<file path="config.mk">
export PLATFORM = sky130hd
export DESIGN_NAME = vga_barrido_flat
export DESIGN_NICKNAME = d
export VERILOG_FILES = /design/src/rtl/vga_barrido_pkg.sv /design/src/rtl/vga_barrido_if.sv /design/src/rtl/vga_contador_eje.sv /design/src/rtl/vga_barrido.sv /design/src/flat_wrapper.sv
export SDC_FILE = /design/constraint.sdc
export NUM_CORES = 1
export LEC_CHECK = 0
export CORE_UTILIZATION = 50
export CTS_CLUSTER_SIZE = 12
export DETAILED_ROUTE_END_ITERATION = 6
export GPL_TIMING_DRIVEN = 0
export PLACE_DENSITY_LB_ADDON = 0.3
export SYNTH_ARGS = -nofsm -noshare
export SYNTH_HDL_FRONTEND = slang
export SYNTH_HIERARCHICAL = 1
export SYNTH_SLANG_ARGS = --single-unit
</file>
<file path="constraint.sdc">
create_clock -name clk -period 3.99 [get_ports clk]
set_clock_uncertainty 0.15 [all_clocks]
set_input_delay 1.197 -clock clk [delete_from_list [all_inputs] [get_ports clk]]
set_output_delay 1.197 -clock clk [all_outputs]
set_load 0.01 [all_outputs]
</file>
<file path="src/rtl/vga_barrido_pkg.sv">
// Shared raster timing constants for the scan generator and the text-address
// stage. Both stages read X0/Y0 from here so their window origins agree.
package vga_pkg;
  localparam int H_SYNC  = 128;
  localparam int H_BACK  = 88;
  localparam int H_VIS   = 800;
  localparam int H_FRONT = 40;
  localparam int V_SYNC  = 2;
  localparam int V_BACK  = 33;
  localparam int V_VIS   = 480;
  localparam int V_FRONT = 10;

  localparam int H_TOT = H_SYNC + H_BACK + H_VIS + H_FRONT;
  localparam int V_TOT = V_SYNC + V_BACK + V_VIS + V_FRONT;
  localparam int X0    = H_SYNC + H_BACK;
  localparam int Y0    = V_SYNC + V_BACK;

  localparam int TXT_W   = 32;
  localparam int TXT_H   = 32;
  localparam int DIV_DEF = 2;

  localparam int CW_COL = 11;
  localparam int CW_FIL = 10;

  typedef logic [CW_COL-1:0] col_t;
  typedef logic [CW_FIL-1:0] fil_t;

  // Width of a modulo-n counter, never below one bit.
  function automatic int cnt_w(input int n);
    return (n > 1) ? $clog2(n) : 1;
  endfunction
endpackage

</file>
<file path="src/rtl/vga_barrido_if.sv">
// Raster outputs bundled for the downstream address stage.
interface vga_barrido_if;
  import vga_pkg::*;
  logic tick;
  col_t Columnas;
  fil_t Filas;
  logic hsync;
  logic vsync;
  logic visible;
  logic en_texto;
  logic inicio_cuadro;

  modport master (output tick, Columnas, Filas, hsync, vsync, visible,
                  en_texto, inicio_cuadro);
  modport slave  (input  tick, Columnas, Filas, hsync, vsync, visible,
                  en_texto, inicio_cuadro);
endinterface

</file>
<file path="src/rtl/vga_contador_eje.sv">
// One raster axis: count register with sync decode, plus the visible/window
// decode of the value the counter is about to take, so the caller can
// register those flags alongside the count.
module vga_contador_eje #(
  parameter int W     = 11,
  parameter int SYNC  = 128,
  parameter int BACK  = 88,
  parameter int VIS   = 800,
  parameter int FRONT = 40,
  parameter int WIN   = 32,
  parameter bit SYNC_POL = 1'b0
) (
  input  logic         clk,
  input  logic         reset,
  input  logic         i_en,
  input  logic         i_wrap,
  output logic [W-1:0] o_cnt,
  output logic         o_sync,
  output logic         o_vis_nxt,
  output logic         o_win_nxt,
  output logic         o_tc
);
  localparam int TOT = SYNC + BACK + VIS + FRONT;
  localparam logic [W-1:0] L_SYNC = W'(SYNC);
  localparam logic [W-1:0] L_P0   = W'(SYNC + BACK);
  localparam logic [W-1:0] L_VEND = W'(SYNC + BACK + VIS);
  localparam logic [W-1:0] L_WEND = W'(SYNC + BACK + WIN);
  localparam logic [W-1:0] L_LAST = W'(TOT - 1);

  logic [W-1:0] r_cnt;
  logic [W-1:0] w_nxt;
  logic         r_sync;

  // Next count: wrap beats enable, otherwise hold.
  always_comb begin
    w_nxt = r_cnt;
    if (i_wrap)    w_nxt = '0;
    else if (i_en) w_nxt = r_cnt + W'(1);
  end

  // Count and sync registered together; count 0 is the first sync unit.
  always_ff @(posedge clk) begin
    if (reset) begin
      r_cnt  <= '0;
      r_sync <= SYNC_POL;
    end else begin
      r_cnt  <= w_nxt;
      r_sync <= (w_nxt < L_SYNC) ? SYNC_POL : ~SYNC_POL;
    end
  end

  assign o_cnt     = r_cnt;
  assign o_sync    = r_sync;
  assign o_vis_nxt = (w_nxt >= L_P0) && (w_nxt < L_VEND);
  assign o_win_nxt = (w_nxt >= L_P0) && (w_nxt < L_WEND);
  assign o_tc      = (r_cnt == L_LAST);
endmodule

</file>
<file path="src/rtl/vga_barrido.sv">
// Raster timing generator: pixel-tick divider, horizontal/vertical counters,
// registered sync, visible, text-window and frame-start flags.
module vga_barrido #(
  parameter int DIV      = vga_pkg::DIV_DEF,
  parameter int H_SYNC   = vga_pkg::H_SYNC,
  parameter int H_BACK   = vga_pkg::H_BACK,
  parameter int H_VIS    = vga_pkg::H_VIS,
  parameter int H_FRONT  = vga_pkg::H_FRONT,
  parameter int V_SYNC   = vga_pkg::V_SYNC,
  parameter int V_BACK   = vga_pkg::V_BACK,
  parameter int V_VIS    = vga_pkg::V_VIS,
  parameter int V_FRONT  = vga_pkg::V_FRONT,
  parameter bit SYNC_POL = 1'b0,
  parameter int TXT_W    = vga_pkg::TXT_W,
  parameter int TXT_H    = vga_pkg::TXT_H
) (
  input  logic          clk,
  input  logic          reset,
  vga_barrido_if.master o_vga
);
  import vga_pkg::*;

  localparam int DW = cnt_w(DIV);

  logic [DW-1:0]     r_div;
  logic              w_fire;
  logic              r_tick;
  logic              r_visible;
  logic              r_en_texto;
  logic              r_inicio;
  logic [CW_COL-1:0] w_col;
  logic [CW_FIL-1:0] w_fil;
  logic              w_h_sync, w_v_sync;
  logic              w_h_vis, w_v_vis;
  logic              w_h_win, w_v_win;
  logic              w_h_tc, w_v_tc;
  logic              w_h_wrap, w_v_en, w_v_wrap;

  // The edge on which the divider sits at DIV-1 is the pixel advance edge.
  assign w_fire   = (r_div == DW'(DIV - 1));
  assign w_h_wrap = w_fire & w_h_tc;
  assign w_v_en   = w_h_wrap;
  assign w_v_wrap = w_h_wrap & w_v_tc;

  // Modulo-DIV divider; reset drops it to phase 0 whatever its phase was.
  always_ff @(posedge clk) begin
    if (reset)       r_div <= '0;
    else if (w_fire) r_div <= '0;
    else             r_div <= r_div + DW'(1);
  end

  vga_contador_eje #(
    .W(CW_COL), .SYNC(H_SYNC), .BACK(H_BACK), .VIS(H_VIS), .FRONT(H_FRONT),
    .WIN(TXT_W), .SYNC_POL(SYNC_POL)
  ) u_h (
    .clk(clk), .reset(reset), .i_en(w_fire), .i_wrap(w_h_wrap),
    .o_cnt(w_col), .o_sync(w_h_sync), .o_vis_nxt(w_h_vis),
    .o_win_nxt(w_h_win), .o_tc(w_h_tc)
  );

  vga_contador_eje #(
    .W(CW_FIL), .SYNC(V_SYNC), .BACK(V_BACK), .VIS(V_VIS), .FRONT(V_FRONT),
    .WIN(TXT_H), .SYNC_POL(SYNC_POL)
  ) u_v (
    .clk(clk), .reset(reset), .i_en(w_v_en), .i_wrap(w_v_wrap),
    .o_cnt(w_fil), .o_sync(w_v_sync), .o_vis_nxt(w_v_vis),
    .o_win_nxt(w_v_win), .o_tc(w_v_tc)
  );

  // Area flags and pulses registered on the same edge as the counters,
  // decoded from the counts being loaded so they describe the new position.
  always_ff @(posedge clk) begin
    if (reset) begin
      r_tick     <= 1'b0;
      r_visible  <= 1'b0;
      r_en_texto <= 1'b0;
      r_inicio   <= 1'b0;
    end else begin
      r_tick     <= w_fire;
      r_visible  <= w_h_vis & w_v_vis;
      r_en_texto <= w_h_win & w_v_win;
      r_inicio   <= w_v_wrap;
    end
  end

  assign o_vga.tick          = r_tick;
  assign o_vga.Columnas      = w_col;
  assign o_vga.Filas         = w_fil;
  assign o_vga.hsync         = w_h_sync;
  assign o_vga.vsync         = w_v_sync;
  assign o_vga.visible       = r_visible;
  assign o_vga.en_texto      = r_en_texto;
  assign o_vga.inicio_cuadro = r_inicio;
endmodule

</file>
<file path="src/flat_wrapper.sv">
// flat-port wrapper written by rule: the top's interface ports become plain ports
module vga_barrido_flat import vga_pkg::*;
#(
  parameter int DIV      = vga_pkg::DIV_DEF,
  parameter int H_SYNC   = vga_pkg::H_SYNC,
  parameter int H_BACK   = vga_pkg::H_BACK,
  parameter int H_VIS    = vga_pkg::H_VIS,
  parameter int H_FRONT  = vga_pkg::H_FRONT,
  parameter int V_SYNC   = vga_pkg::V_SYNC,
  parameter int V_BACK   = vga_pkg::V_BACK,
  parameter int V_VIS    = vga_pkg::V_VIS,
  parameter int V_FRONT  = vga_pkg::V_FRONT,
  parameter bit SYNC_POL = 1'b0,
  parameter int TXT_W    = vga_pkg::TXT_W,
  parameter int TXT_H    = vga_pkg::TXT_H
)
  (clk, reset, o_vga_tick, o_vga_Columnas, o_vga_Filas, o_vga_hsync, o_vga_vsync, o_vga_visible, o_vga_en_texto, o_vga_inicio_cuadro);
  vga_barrido_if o_vga_i ();
  input  logic clk;
  input  logic reset;
  output wire logic [$bits(o_vga_i.tick)-1:0] o_vga_tick;
  output wire logic [$bits(o_vga_i.Columnas)-1:0] o_vga_Columnas;
  output wire logic [$bits(o_vga_i.Filas)-1:0] o_vga_Filas;
  output wire logic [$bits(o_vga_i.hsync)-1:0] o_vga_hsync;
  output wire logic [$bits(o_vga_i.vsync)-1:0] o_vga_vsync;
  output wire logic [$bits(o_vga_i.visible)-1:0] o_vga_visible;
  output wire logic [$bits(o_vga_i.en_texto)-1:0] o_vga_en_texto;
  output wire logic [$bits(o_vga_i.inicio_cuadro)-1:0] o_vga_inicio_cuadro;
  assign o_vga_tick = o_vga_i.tick;
  assign o_vga_Columnas = o_vga_i.Columnas;
  assign o_vga_Filas = o_vga_i.Filas;
  assign o_vga_hsync = o_vga_i.hsync;
  assign o_vga_vsync = o_vga_i.vsync;
  assign o_vga_visible = o_vga_i.visible;
  assign o_vga_en_texto = o_vga_i.en_texto;
  assign o_vga_inicio_cuadro = o_vga_i.inicio_cuadro;
  vga_barrido #(.DIV(DIV), .H_SYNC(H_SYNC), .H_BACK(H_BACK), .H_VIS(H_VIS), .H_FRONT(H_FRONT), .V_SYNC(V_SYNC), .V_BACK(V_BACK), .V_VIS(V_VIS), .V_FRONT(V_FRONT), .SYNC_POL(SYNC_POL), .TXT_W(TXT_W), .TXT_H(TXT_H)) u_core (.clk(clk), .reset(reset), .o_vga(o_vga_i));
endmodule
</file>
---- After elaboration in Yosys (flattened, before gate mapping) ----
Index checks and enable logic that the tools add are counted.
storage, ports and cells
  register bits ........................... 28
  input port bits ......................... 2
  output and inout bits ................... 27
  word-level logic and storage cells ...... 37
operators by class
  magnitude comparators ................... 8
  bitwise gates (word level) .............. 4
  reduce and logical (&&, ||, !) cells .... 5
  equal/unequal tests ..................... 2
  multiplexer cells ....................... 6
  $add $sub $neg .......................... 3
operators with widths
  kind                   count
  $lt 11x8->1 const B    2
  $mux 11                2
  $mux 10                2
  $add 11x1->11 const B  1
  $eq 11x11->1 const B   1
  $ge 11x8->1 const B    1
  $lt 11x10->1 const B   1
  $add 10x1->10 const B  1
  $eq 10x10->1 const B   1
  $ge 10x6->1 const B    1
  $lt 10x10->1 const B   1
  $lt 10x2->1 const B    1
  $lt 10x7->1 const B    1
  $and 1x1->1            4
  $logic_and 1x1->1      4
  $mux 1                 2
  $reduce_or 2->1        1
  $add 1x1->1 const B    1

---- Longest topological paths before layout ----
Gate-level depths: netlist (run 1).
  depth after elaboration ................. 7
  mapped depth ............................ 12
  depth with buffers taken out ............ 11

---- By module ----
The synthesis (run 1) kept the hierarchy.
by module, submodules not included
  module                          seq. area each (um^2)  area an instance (um^2)  cells an instance  times used
  vga_contador_eje at u_core.u_h  240.2                  732.0                    81                 1
  vga_contador_eje at u_core.u_v  220.2                  694.4                    85                 1
  vga_barrido                     100.1                  150.1                    12                 1

---- Worst setup path after synthesis (run 1) ----
No wires, ideal clock.
  path kind ............................... register to register
  from .................................... reg u_core.u_h.r_cnt[0], in the netlist u_core/u_h/o_cnt[0]
  to ...................................... reg u_core.r_en_texto, in the netlist u_core/o_vga.en_texto
  setup slack ............................. 560 ps
  arrival ................................. 3,220 ps
  cell stages (with the launch flop) ...... 13
  data required time ...................... 3,780 ps
  setup time .............................. 60 ps
  clock period less this slack ............ 3,430 ps
  buffers on the path ..................... 1
  cells stage by stage .................... dfxtp_1 -> ha_1 -> nand2_1 -> or4_1 -> nor4_1 -> and2_1 -> buf_2 -> nand4_1 -> xor2_1 -> o221ai_1 -> or3_1 -> a211oi_2 -> and3b_1
between the ends
  word-level cells in the longest chain between the ends .. 7
  elaborated cells on any way between the ends .. 15
  those cells by class .................... add/sub: 1; order compare: 4; eq/ne: 1; mux: 4; bitwise: 3; reduce/logical: 2
ends and longest elaborated chain
  element                                            RTL line                                   text
  from (decl)                                        vga_contador_eje.sv:30                     logic [W-1:0] r_cnt;
  from (signal assigned)                             vga_contador_eje.sv:47                     r_cnt <= w_nxt;
  $eq 11x11->1 *                                     vga_contador_eje.sv:56                     assign o_tc = (r_cnt == L_LAST);
  net u_core.w_h_tc                                  vga_barrido.sv:36                          logic w_h_tc, w_v_tc;
  $and 1x1->1 *                                      vga_barrido.sv:41                          assign w_h_wrap = w_fire & w_h_tc;
  net u_core.w_h_wrap                                vga_barrido.sv:37                          logic w_h_wrap, w_v_en, w_v_wrap;
  $mux 10 / $and 1x1->1 (equally long branches)      vga_contador_eje.sv:38, vga_barrido.sv:43
  $mux 10 *                                          vga_contador_eje.sv:37                     if (i_wrap) w_nxt = '0;
  $ge 10x6->1 / $lt 10x7->1 (equally long branches)  vga_contador_eje.sv:55                     assign o_win_nxt = (w_nxt >= L_P0) && (w_nxt < L_WEND);
  $logic_and 1x1->1 *                                vga_contador_eje.sv:55
  net u_core.w_v_win                                 vga_barrido.sv:35                          logic w_h_win, w_v_win;
  $and 1x1->1 *                                      vga_barrido.sv:81                          r_en_texto <= w_h_win & w_v_win;
  to (signal assigned)                               vga_barrido.sv:81
  to (decl)                                          vga_barrido.sv:29                          logic r_en_texto;
Mark *: on every way through the listed nets, which the timed path passes. The rest lies on a longest branch.
A chain may end at the register's enable or synchronous reset.

---- Worst setup path after layout (run 1) ----
  from .................................... reg u_core.u_h.r_cnt[4], in the netlist u_core/u_h/o_cnt[4]
  to ...................................... reg u_core.r_en_texto, in the netlist u_core/o_vga.en_texto
Same word-level chain as after synthesis.

==> impl_metrics.env, run 1 <==
export IMPL_status="completed"
export IMPL_maxCapViolCount=0
export IMPL_io_buffers=28
export IMPL_fillers=279
export IMPL_cp_num_buf_inv=1
export IMPL_n_antenna_cell=0
export IMPL_die_w_um=58.2
export IMPL_wl_per_cell_um=13.7
export IMPL_critPathTopFamily="simple AND/OR/NAND/NOR gates"
export IMPL_pre_cts_ws_ns=0.175
export IMPL_syn_inst=178
export IMPL_yosysWarnings=6
export IMPL_fin_crit_ns=3.68
export IMPL_numCtsBuffers=3
export IMPL_clk_latency_ns=0.33
export IMPL_final_cells=254
export IMPL_reg2reg_to="u_core/o_vga.en_texto"
export IMPL_min_period_over_period_pct=92.2
export IMPL_crit_required_ns=4.13
export IMPL_yosysTopAreaCell="dfxtp_1"
export IMPL_vias=1448
export IMPL_worst_slack_ns=0.313
export IMPL_critPathKind="reg -> reg"
export IMPL_hold_path_class="reg -> reg"
export IMPL_drtAntennaViolNets=0
export IMPL_ir_worst_vdd_uv=125
export IMPL_clock_path_buffers=2
export IMPL_vias_per_cell=5.70
export IMPL_syn_nets=183
export IMPL_cp_end_kind="flip-flop"
export IMPL_yosys_top_cells_count="28 x dfxtp_1, 24 x nor2_1, 10 x xnor2_1"
export IMPL_timing_fmax_mhz=272
export IMPL_rsz0062_at_grt="false"
export IMPL_final_area_um2=1960
export IMPL_drtPass1Iterations=6
export IMPL_ys_flop_type="dfxtp_1"
export IMPL_synth_edf_count=0
export IMPL_grtUsageTotal_pct=21.8
export IMPL_dp_hpwl_mm=2.52
export IMPL_nNetsFinal=216
export IMPL_cts_root_buf="clkbuf_4"
export IMPL_finalSetupTns_ns=0
export IMPL_coreArea_um2=3030
export IMPL_antenna_found_initial=0
export IMPL_r2r_start="u_core/u_h/o_cnt[4]"
export IMPL_synth_most_common_cell="dfxtp_1"
export IMPL_post_synth_top_area_fraction_pct=35.6
export IMPL_powerDensity_nw_per_um2=228
export IMPL_r2r_cells=11
export IMPL_cp_cell_sequence="nand3_1, or4_1, nor4_2, and2_4, buf_2, nand4_1, xor2_1, o221ai_1, or3_1, a211oi_2, and3b_1"
export IMPL_cpPeakStageDelay_ns=0.52
export IMPL_ff_latch_area_um2=562
export IMPL_clk_pin_slew_worst_paths_ns=0.15
export IMPL_drive_above_1_share_pct=13.3
export IMPL_worstHoldPathCells=1
export IMPL_hold_path_endpoint="u_core/r_div"
export IMPL_grt_max_degree=16
export IMPL_hold_viol_final=0
export IMPL_remaining_drc_errors=0
export IMPL_tightest_slew_ns=0.541
export IMPL_postPlaceCellArea_um2=1910
export IMPL_finalSetupViolCount=0
export IMPL_cellLeakagePower_uw=0.000684
export IMPL_hold_buffers=0
export IMPL_cts_htree_levels=1
export IMPL_slew_headroom_pct=63.7
export IMPL_start_util_pct=52.1
export IMPL_rows=20
export IMPL_drt_iter0_markers=61
export IMPL_grt_pass1_wl_mm=5.75
export IMPL_worstPathArrival_ns=3.81
export IMPL_dieHeight_um=58.2
export IMPL_areaGrowthSynthToFinish_pct=24.2
export IMPL_gp_congestion=0.866
export IMPL_min_from="u_core/r_div"
export IMPL_reg2reg_slack_ns=0.31
export IMPL_multiInputGateArea_um2=978
export IMPL_cts_tree="built"
export IMPL_avgSynthCellArea_um2=8.86
export IMPL_ys_seq_area_share_pct=35.6
export IMPL_worst_path_max_fanout=10
export IMPL_synth_area_leaders="dfxtp_1 36%, nor2_1 5.7%, xnor2_1 5.6%, xor2_1 4.4%, nand3_1 2.9%"
export IMPL_place_inst=250
export IMPL_ys_types=54
export IMPL_worstSetupStartpointType="flip-flop"
export IMPL_wirelength_mm=3.47
export IMPL_utilization_pct=64.7
export IMPL_design_die_area_um2=3380
export IMPL_ys_seq_elements=28
export IMPL_async_flop_share_pct=0
export IMPL_drv_slew=0
export IMPL_cts_resized_gates=0
export IMPL_grt_pass1_vias=1268
export IMPL_crit_slowest_cell="or4_1"
export IMPL_netlist_area_um2=1580
export IMPL_pin_count=29
export IMPL_overflow=0
export IMPL_post_cts_repair_setup_buffers=0
export IMPL_cts_sinks=28
-- metrics by stage --
stage | hold WS (ns) | total power [uW]
2_1_floorplan | 0.283 | 304
3_3_place_gp | 0.307 | 314
3_5_place_dp | 0.312 | 314
4_1_cts | 0.354 | 455
5_1_grt | 0.400 | 467
6_report | 0.353 | 447
-- power by group --
| group | switching (uW) | internal (uW) | leakage (uW) |
|---|---|---|---|
| sequential | 3.58 | 283 | 0.000227 |
| combinational | 11.3 | 10.5 | 0.000436 |
| clock | 82.9 | 55.9 | 0.0000210 |
| total | 97.8 | 349 | 0.000684 |
-- worst max path at each step --
stage                        startpoint                    end  slack (ns)  cells after the start
floorplan           u_core/u_h/o_cnt[0]  u_core/o_vga.en_texto        0.56                     12
global placement    u_core/u_h/o_cnt[3]  u_core/o_vga.en_texto        0.18                     11
detailed placement  u_core/u_h/o_cnt[0]  u_core/o_vga.en_texto        0.18                     12
CTS                 u_core/u_h/o_cnt[0]  u_core/o_vga.en_texto        0.07                     12
global route        u_core/u_h/o_cnt[4]  u_core/o_vga.en_texto        0.06                     11
finish              u_core/u_h/o_cnt[4]  u_core/o_vga.en_texto        0.31                     11
-- cells in the final DEF, fill, tap and decap left out, drive strengths merged, types with 3 or more instances in the layout --
master         Yosys  routed
clkdlybuf4s50      0      28
dfxtp             28      28
nor2              24      24
xnor2             10      10
nand3             10      10
a21oi              9       9
xor2               8       8
clkbuf             3       7
nand2              6       6
nand4              6       6
nor3               5       5
or3                5       5
inv                4       4
o21ai              4       4
a21o               4       4
mux2i              3       3
nand3b             3       3
or2                3       3
ha                 3       3
buf                3       3
a211oi             3       3
-- routing by layer --
layer	global-route usage [%]	routed length, um	vias up
met5	0	0	-
met4	7.48	34	0
met3	3.35	131	4
met2	35.6	1670	39
met1	29.2	1640	688
li1	-	-	717
-- kinds of logic after synthesis --
logic type / share of synthesized area, %
AND/OR/NAND/NOR: 33.6
multiplexers: 1.90
adder cells (fa/ha/maj): 2.38
buffers and inverters: 2.94
AO/OA/AOI/OAI: 13.7
flip-flops: 35.6
XOR/XNOR: 10.0
-- layout make-up --
cell class | instances | share of cell area, %
inverters | 4 | 0.767
clock buffers | 4 | 1.85
multi-input cells | 140 | 50.0
well taps | 44 | 2.81
plain buffers | 6 | 1.60
repair buffers | 28 | 14.3
flip-flops and latches | 28 | 28.7
-- sequential cells by signal, summed over array words and instances, names as in the netlist --
register,cells
u_core/u_h/o_cnt,11
u_core/u_v/o_cnt,10
u_core/o_vga.en_texto,1
u_core/o_vga.inicio_cuadro,1
u_core/o_vga.tick,1
u_core/o_vga.visible,1
u_core/r_div,1
u_core/u_h/o_sync,1
u_core/u_v/o_sync,1
No activity file was read; power rests on OpenSTA's default activity.
==> inputs of run 2 (changes only) <==
--- a/config.mk
+++ b/config.mk
@@ -5,11 +5,13 @@
 export SDC_FILE = /design/constraint.sdc
 export NUM_CORES = 1
 export LEC_CHECK = 0
-export CORE_UTILIZATION = 50
+export CORE_UTILIZATION = 51
 export CTS_CLUSTER_SIZE = 12
 export DETAILED_ROUTE_END_ITERATION = 6
 export GPL_TIMING_DRIVEN = 0
+export MAX_ROUTING_LAYER = met4
 export PLACE_DENSITY_LB_ADDON = 0.3
+export SLEW_MARGIN = 20
 export SYNTH_ARGS = -nofsm -noshare
 export SYNTH_HDL_FRONTEND = slang
 export SYNTH_HIERARCHICAL = 1
==> run 2 against run 1 <==
Effect of this change: final area is 1.2% lower; wire length is 2.8% higher; critical path depth stayed put; the run now ends with DRC left; count of clock-buffer cells in the layout stayed put; non-clock buffer count stayed put; first-iteration DRC count is 30% lower; register-to-register slack worse by 0.16 ns.
==> impl_metrics.env, run 2 (synthesized netlist as in run 1, its figures left out) <==
export IMPL_critPathTopFamily="simple AND/OR/NAND/NOR gates"
export IMPL_rsz0062_at_grt="false"
export IMPL_crit_required_ns=4.13
export IMPL_tightest_slew_ns=0.530
export IMPL_drv_slew=0
export IMPL_worst_slack_ns=0.149
export IMPL_worstSetupStartpointType="flip-flop"
export IMPL_pin_count=29
export IMPL_cp_num_buf_inv=1
export IMPL_wirelength_mm=3.57
export IMPL_post_cts_repair_setup_buffers=0
export IMPL_fin_crit_ns=3.84
export IMPL_rows=19
export IMPL_cp_end_kind="flip-flop"
export IMPL_gp_congestion=0.832
export IMPL_remaining_drc_errors=3
export IMPL_crit_slowest_cell="dfxtp_1"
export IMPL_clk_latency_ns=0.33
export IMPL_coreArea_um2=2850
export IMPL_grtUsageTotal_pct=21.9
export IMPL_drt_iter0_markers=43
export IMPL_wl_per_cell_um=14.8
export IMPL_start_util_pct=55.3
export IMPL_clk_pin_slew_worst_paths_ns=0.15
export IMPL_grt_max_degree=16
export IMPL_vias_per_cell=6.00
export IMPL_fillers=240
export IMPL_cts_resized_gates=0
export IMPL_timing_fmax_mhz=260
export IMPL_grt_pass1_wl_mm=5.46
export IMPL_cellLeakagePower_uw=0.000683
export IMPL_largest_register_ffs=11
export IMPL_cts_htree_levels=1
export IMPL_finalSetupViolCount=0
export IMPL_slew_headroom_pct=64.4
export IMPL_vias=1447
export IMPL_drive_above_1_share_pct=12.4
export IMPL_pre_cts_ws_ns=0.125
export IMPL_hold_viol_final=0
export IMPL_cts_root_buf="clkbuf_4"
export IMPL_critPathKind="reg -> reg"
export IMPL_areaGrowthSynthToFinish_pct=22.7
export IMPL_worstPathArrival_ns=3.98
export IMPL_cts_tree="built"
export IMPL_n_antenna_cell=0
export IMPL_cpPeakStageDelay_ns=0.51
export IMPL_clock_path_buffers=2
export IMPL_die_w_um=57.6
export IMPL_powerDensity_nw_per_um2=234
export IMPL_violations="DRC"
export IMPL_layout_common_cells="28 x clkdlybuf4s50_1, 28 x dfxtp_1, 24 x nor2_1, 10 x xnor2_1, 9 x nand3_1"
export IMPL_worst_path_max_fanout=10
export IMPL_dieHeight_um=57.6
export IMPL_io_buffers=28
export IMPL_design_die_area_um2=3320
export IMPL_min_period_over_period_pct=96.3
export IMPL_hold_buffers=0
export IMPL_numCtsBuffers=3
export IMPL_cts_sinks=28
export IMPL_dp_hpwl_mm=2.54
export IMPL_hold_path_class="reg -> reg"
export IMPL_grt_pass1_vias=1214
export IMPL_nNetsFinal=216
export IMPL_ir_worst_vdd_uv=115
export IMPL_drtPass1Iterations=7
export IMPL_overflow=0
export IMPL_status="finished, violations left"
export IMPL_cp_cell_sequence="nand3_1, or4_1, nor4_1, and2_4, buf_2, nand4_1, xor2_1, o221ai_1, or3_1, a211oi_2, and3b_1"
export IMPL_drtAntennaViolNets=0
export IMPL_utilization_pct=67.8
export IMPL_antenna_found_initial=0
export IMPL_finalSetupTns_ns=0
export IMPL_maxCapViolCount=0
==> run 2: worst paths after layout <==
check	from	end	slack (ns)	depth (start not counted)
max	u_core/u_h/o_cnt[3]	u_core/o_vga.en_texto	0.15	11
min	u_core/r_div	u_core/r_div	0.37	1
max reg2reg	u_core/u_h/o_cnt[3]	u_core/o_vga.en_texto	0.15	11
min reg2reg	u_core/r_div	u_core/r_div	0.37	1
==> run 2: layout make-up <==
| type | count | area, um^2 | area share, % |
|---|---|---|---|
| inverters | 4 | 15.0 | 0.776 |
| plain buffers | 6 | 31.3 | 1.62 |
| multi-input cells | 140 | 972 | 50.3 |
| well taps | 31 | 38.8 | 2.01 |
| clock buffers | 4 | 36.3 | 1.88 |
| flip-flops and latches | 28 | 561 | 29.0 |
| repair buffers | 28 | 280 | 14.5 |
==> run 2: worst register-to-register path: cells and delay by family (launching register included) <==
family | cells | cell delay [ns]
compound gates | 2 | 0.50
flops | 1 | 0.51
xor+xnor | 1 | 0.26
simple gates | 7 | 2.15
buf+inv | 1 | 0.24
==> run 2: per-stage QoR <==
step | power, uW | std cells | hold WS, ns | area, um^2
global route | 466 | 241 | 0.412 | 1930
finish | 453 | 241 | 0.371 | 1930
floorplan | 304 | 178 | 0.283 | 1580
CTS | 457 | 241 | 0.365 | 1930
detailed placement | 315 | 237 | 0.329 | 1900
global placement | 313 | 237 | 0.308 | 1900
==> run 2: routing by layer <==
metal	routed length (um)	part of all wire [%]	up-vias	GRT usage (%)
met5	0	0	-	-
met4	40	1.1	0	7.67
met3	180	5.0	5	3.17
met2	1650	46	49	33.9
met1	1690	47	680	29.1
li1	-	-	713	-
==> run 2: power by group <==
group | internal (uW) | switching [uW] | total (uW) | leakage (uW)
clock network | 56.0 | 87.6 | 144 | 0.0000210
logic | 10.6 | 11.8 | 22.4 | 0.000435
registers | 283 | 3.75 | 287 | 0.000226
total | 350 | 103 | 453 | 0.000683
